[src/rtl/mem_arbiter.sv]
// Shares one word-wide memory port between instruction fetch and data access.
// Data has priority; a starvation counter forces a fetch grant after STARVE_LIMIT data grants.

module mem_arbiter_lane #(
    parameter int LANE = 0
) (
    input  logic [1:0]  size,
    input  logic [1:0]  woff,
    input  logic [31:0] store,
    input  logic [1:0]  loff,
    input  logic [31:0] rdata,
    output logic        strb,
    output logic [7:0]  wbyte,
    output logic [7:0]  lbyte
);
    localparam logic [1:0] L    = 2'(LANE);
    localparam int         HSEL = LANE % 2;

    logic [2:0] src;

    // Store data is replicated into every lane so only the strobe picks the target bytes.
    always_comb begin
        strb  = 1'b0;
        wbyte = 8'h00;
        case (size)
            2'b00: begin
                strb  = (woff == L);
                wbyte = store[7:0];
            end
            2'b01: begin
                strb  = (woff[1] == L[1]);
                wbyte = store[8*HSEL +: 8];
            end
            2'b10: begin
                strb  = 1'b1;
                wbyte = store[8*LANE +: 8];
            end
            default: ;
        endcase
    end

    assign src   = {1'b0, L} + {1'b0, loff};
    assign lbyte = src[2] ? 8'h00 : rdata[8*src[1:0] +: 8];
endmodule

module mem_arbiter #(
    parameter int STARVE_LIMIT = 4
) (
    input  logic        clk,
    input  logic        nrst,
    input  logic        imem_ren,
    input  logic [31:0] imem_addr,
    output logic        ihit,
    output logic [31:0] imem_load,
    input  logic        dmem_ren,
    input  logic        dmem_wen,
    input  logic [31:0] dmem_addr,
    input  logic [2:0]  dmem_width,
    input  logic [31:0] dmem_store,
    output logic        dhit,
    output logic [31:0] dmem_load,
    output logic        mem_ren,
    output logic        mem_wen,
    output logic [31:0] mem_addr,
    output logic [31:0] mem_wdata,
    output logic [3:0]  mem_wstrb,
    input  logic        mem_ready,
    input  logic [31:0] mem_rdata
);
    localparam int NUM_LANES = 4;
    localparam int CW        = $clog2(STARVE_LIMIT + 1);
    localparam logic [CW-1:0] CNT_MAX = CW'(STARVE_LIMIT);

    typedef enum logic [1:0] {IDLE, IBUSY, DBUSY} state_t;

    state_t  state, state_nxt;
    logic [CW-1:0] cnt;
    logic    abort;
    logic    lat_wr;
    logic [1:0] lat_off;
    logic    grant_i, grant_d;
    logic    d_req, d_legal, d_valid, d_write, force_i;

    logic [NUM_LANES-1:0]        lane_strb;
    logic [NUM_LANES-1:0][7:0]   lane_wbyte;
    logic [NUM_LANES-1:0][7:0]   lane_lbyte;

    logic unused_ok;
    assign unused_ok = ^{dmem_width[2], imem_addr[1:0]};

    assign d_req   = dmem_ren | dmem_wen;
    assign d_write = dmem_wen & ~dmem_ren;
    assign d_legal = (dmem_width[1:0] != 2'b11)
                   && !(dmem_width[1:0] == 2'b01 && dmem_addr[0])
                   && !(dmem_width[1:0] == 2'b10 && dmem_addr[1:0] != 2'b00);
    assign d_valid = d_req & d_legal;
    assign force_i = imem_ren && (cnt == CNT_MAX);

    for (genvar i = 0; i < NUM_LANES; i++) begin : g_lane
        mem_arbiter_lane #(.LANE(i)) u_lane (
            .size  (dmem_width[1:0]),
            .woff  (dmem_addr[1:0]),
            .store (dmem_store),
            .loff  (lat_off),
            .rdata (mem_rdata),
            .strb  (lane_strb[i]),
            .wbyte (lane_wbyte[i]),
            .lbyte (lane_lbyte[i])
        );
    end

    always_ff @(posedge clk or negedge nrst) begin
        if (!nrst) state <= IDLE;
        else       state <= state_nxt;
    end

    always_comb begin
        state_nxt = state;
        grant_i   = 1'b0;
        grant_d   = 1'b0;
        ihit      = 1'b0;
        dhit      = 1'b0;
        mem_ren   = 1'b0;
        mem_wen   = 1'b0;
        imem_load = 32'h0;
        dmem_load = 32'h0;
        case (state)
            IDLE: begin
                if (d_valid && !force_i) begin
                    grant_d   = 1'b1;
                    state_nxt = DBUSY;
                end else if (imem_ren) begin
                    grant_i   = 1'b1;
                    state_nxt = IBUSY;
                end
            end
            IBUSY: begin
                mem_ren = 1'b1;
                if (mem_ready) begin
                    ihit      = imem_ren && !abort;
                    state_nxt = IDLE;
                end
            end
            DBUSY: begin
                mem_ren = ~lat_wr;
                mem_wen = lat_wr;
                if (mem_ready) begin
                    dhit      = d_req && !abort;
                    state_nxt = IDLE;
                end
            end
            default: state_nxt = IDLE;
        endcase
        if (ihit) imem_load = mem_rdata;
        if (dhit) dmem_load = lane_lbyte;
    end

    // Bus-side values are captured at grant so requester changes never disturb a live access.
    always_ff @(posedge clk or negedge nrst) begin
        if (!nrst) begin
            cnt       <= '0;
            abort     <= 1'b0;
            lat_wr    <= 1'b0;
            lat_off   <= 2'b00;
            mem_addr  <= 32'h0;
            mem_wdata <= 32'h0;
            mem_wstrb <= 4'h0;
        end else if (grant_i) begin
            cnt       <= '0;
            abort     <= 1'b0;
            lat_wr    <= 1'b0;
            lat_off   <= 2'b00;
            mem_addr  <= {imem_addr[31:2], 2'b00};
            mem_wdata <= 32'h0;
            mem_wstrb <= 4'h0;
        end else if (grant_d) begin
            if (imem_ren && cnt != CNT_MAX) cnt <= cnt + 1'b1;
            abort     <= 1'b0;
            lat_wr    <= d_write;
            lat_off   <= dmem_addr[1:0];
            mem_addr  <= {dmem_addr[31:2], 2'b00};
            mem_wdata <= d_write ? lane_wbyte : 32'h0;
            mem_wstrb <= d_write ? lane_strb : 4'h0;
        end else if ((state == IBUSY && !imem_ren) || (state == DBUSY && !d_req)) begin
            abort <= 1'b1;
        end
    end
endmodule

[config.mk]
export PLATFORM = sky130hd
export DESIGN_NAME = mem_arbiter
export DESIGN_NICKNAME = d
export VERILOG_FILES = /design/src/rtl/mem_arbiter.sv
export SDC_FILE = /design/constraint.sdc
export NUM_CORES = 1
export LEC_CHECK = 0
export ABC_AREA = 1
export CORE_MARGIN = 4
export CORE_UTILIZATION = 39
export CTS_CLUSTER_SIZE = 20
export DETAILED_ROUTE_END_ITERATION = 8
export GPL_TIMING_DRIVEN = 0
export PLACE_DENSITY = 0.78
export SLEW_MARGIN = 10
export SYNTH_ARGS = -nofsm -noshare
export SYNTH_HDL_FRONTEND = slang
export SYNTH_HIERARCHICAL = 1
export SYNTH_SLANG_ARGS = --single-unit
[constraint.sdc]
create_clock -name clk -period 2.23 [get_ports clk]
set_input_delay 0.446 -clock clk [delete_from_list [all_inputs] [get_ports clk]]
set_output_delay 0.446 -clock clk [all_outputs]
set_load 0.005 [all_outputs]
==> impl_metrics.ini <==
[clock_network]
clock_path_buffers = 2
clock_latency_ns = 0.34
cts_tree = done
cts_max_level = 3
clk_pin_slew_ns = 0.06
cts_root_buf = clkbuf_16
cts_sinks = 75
cts_buffers = 9

[worst_setup_path]
start_kind = flip-flop
path_class = flip-flop to output pin
worstPathArrival_ns = 1.87
endpoint_kind = output pin
startpoint = state[1]$_DFFE_PN0P_
reg2reg_from = state[1]$_DFFE_PN0P_
crit_fanout = 4
required_ns = 1.78

[synth]
ys_top_cells_by_count = 340 x nand2_1, 272 x inv_1, 189 x nand3_1, 102 x nor2_1, 75 x dfrtp_1
async_flop_share_pct = 100
synth_cell_types = 28
synthTopCellsByArea = dfrtp_1 30%, nand2_1 20%, inv_1 16%, nand3_1 15%, nor2_1 6.1%
yosysWarningCount = 6
syn_inst = 1102
syn_area_um2 = 6330
synth_top_cell_area_share_pct = 29.7
synth_area_leader_cell = dfrtp_1
avgSynthCellArea_um2 = 5.74
synth_flop_cell = dfrtp_1
synth_most_common_cell = nand2_1
synth_edf_count = 0
ys_seq_area_share_pct = 29.7
synth-seq-cells = 75

[sta]
skew_ns = 0.00836
fin_crit_ns = 2.31
hold_violations = 0
slew_headroom_pct = 61.4
drv_slew = 0
period_share_pct = 104
tightestPinTransition_ns = 0.578
setup_tns_ns = -0.834
clock.fmax_mhz = 432
setup_viol = 22
rsz0062_at_grt = true
fin_ws_ns = -0.0823

[floorplan]
boundaryPins = 273
die_height_um = 135
core_area_um2 = 15900
start_util_pct = 39.8
die-area_um2 = 18300
rows = 46
chipWidth_um = 135

[routing]
first_iter_violations = 506
antenna_left = 0
first_pass_iters = 5
via_per_inst = 4.82
wl_per_cell_um = 15.5
routed_wl_um = 25400
vias = 7894
drcViolationCount = 0

[global_route]
grt_overflow = 0
antenna_found_initial = 1
grt_pass1_vias = 7715
grt_max_degree = 50
track_usage_pct = 26.6
grt_pass1_wl_um = 39000

[placed_design]
dp_hpwl_um = 18800
place.port_buffers = 267
gp_congestion = 0.966
dpl-instance-area_um2 = 9300

[run_status]
violations = setup timing
outcome = complete, but fails checks

[final_layout]
post-route-util_pct = 65.0
drive_above_1_share_pct = 19.4
final_nets = 1564
area_delta_synth_final_pct = 63.2
final_area_um2 = 10300

[power_and_ir_drop]
leakage_nw = 6.00
power_mw = 9.64
max-vdd-ir-drop_mv = 0.544
power.density_nw_per_um2 = 934

[min_path]
hold_path_class = input pin to asynchronous set/reset pin

[flow_run]
drv_cap = 0
area by class of cell:
cell class / instances / area (µm²)
inverter: 280 / 1090
clock buffer: 9 / 225
buffer: 50 / 373
clock inverter: 7 / 116
sequential: 75 / 1880
multi-input combinational: 693 / 3520
tap: 216 / 270
antenna: 1 / 2.50
timing repair buffer: 307 / 2840
fill: 1431 / 5560
where the power goes:
part           switching, mW  internal, mW
clock network          0.581          1.09
logic                   3.18          2.76
registers              0.274          1.76
stage by stage:
stage,cells,setup slack [ns],hold WS (ns)
after global routing,1637,-0.204,0.0524
after CTS,1634,-0.192,0.0359
final,1638,-0.0823,0.0333
after global placement,1586,-1.93,0.489
after floorplan,1103,0.0283,0.150
after detailed placement,1587,-0.797,0.392
cell usage in the layout (no fill, tap or decap), types with 3 or more instances in the layout:
cell | Yosys | layout
nand2_1 | 340 | 340
inv_1 | 272 | 263
clkdlybuf4s50_1 | 0 | 185
nand3_1 | 189 | 169
dfrtp_1 | 75 | 73
buf_2 | 24 | 72
nor2_1 | 102 | 62
nor2_2 | 4 | 29
buf_6 | 10 | 26
buf_4 | 8 | 26
nor2_4 | 2 | 17
a21oi_2 | 1 | 16
nand3_2 | 2 | 11
a21oi_1 | 26 | 11
clkbuf_16 | 0 | 11
nand3_4 | 0 | 11
inv_2 | 5 | 10
clkbuf_2 | 0 | 9
buf_8 | 0 | 8
clkbuf_1 | 12 | 8
dlygate4sd2_1 | 0 | 8
dlymetal6s2s_1 | 0 | 8
ha_1 | 11 | 7
o21ai_0 | 4 | 4
ha_4 | 0 | 4
nand2_2 | 4 | 4
bufinv_16 | 0 | 3
buf_12 | 0 | 3
cells by family after synthesis:
group                      count (synthesis)  share of synthesized area (%)
AOI/OAI and AO/OA                         34                           2.87
xor gates and xnor gates                   1                          0.138
adders and majority gates                 11                           2.18
buffers and inverters                    335                           22.2
DFF                                       75                           29.7
other                                      1                         0.0593
and+or+nand+nor                          645                           42.9
worst paths after layout:
path / endpoint / slack (ns) / cells past startpoint
setup / recovery: imem_load[18] / -0.08 / 10
hold / removal: mem_addr[29]$_DFFE_PN0P_ / 0.03 / 1
setup reg to reg: mem_addr[4]$_DFFE_PN0P_ / 0.24 / 10
hold reg to reg: mem_addr[7]$_DFFE_PN0P_ / 0.51 / 2
max in group asynchronous: mem_wdata[15]$_DFFE_PN0P_ / 1.63 / 2
min in group clk: mem_addr[7]$_DFFE_PN0P_ / 0.51 / 2
metal layers:
metal | part of all wire (%) | global-route usage [%] | vias to the layer above
li1 | - | - | 3861
met4 | 3.8 | 9.57 | 0
met5 | 0 | 0 | -
met2 | 48 | 46.3 | 383
met1 | 37 | 30.9 | 3586
met3 | 11 | 8.28 | 64
worst max-delay path, cell delays in order (launching register included):
cell and delay [ns]:
dfrtp_1 0.39, inv_2 0.08, ha_4 0.14, inv_4 0.04, nor4_4 0.17, inv_2 0.14, buf_6 0.15, buf_6 0.12
buf_6 0.12, nor2_2 0.06, buf_2 0.11
sequential cells by signal (all words and copies together), names as in the netlist:
register   flops
abort          1
cnt            3
lat_off        2
lat_wr         1
mem_addr      30
mem_wdata     32
mem_wstrb      4
state          2
what timing repair did:
item / CTS / global route
hold buffers: 0 / 0
gates resized for setup: 341 / 111
setup endpoints to repair: 67 / 129
pin swaps: 54 / 37
setup buffers: 28 / 7
cloned: 4 / 2
Power figures use the tool's default switching activity.
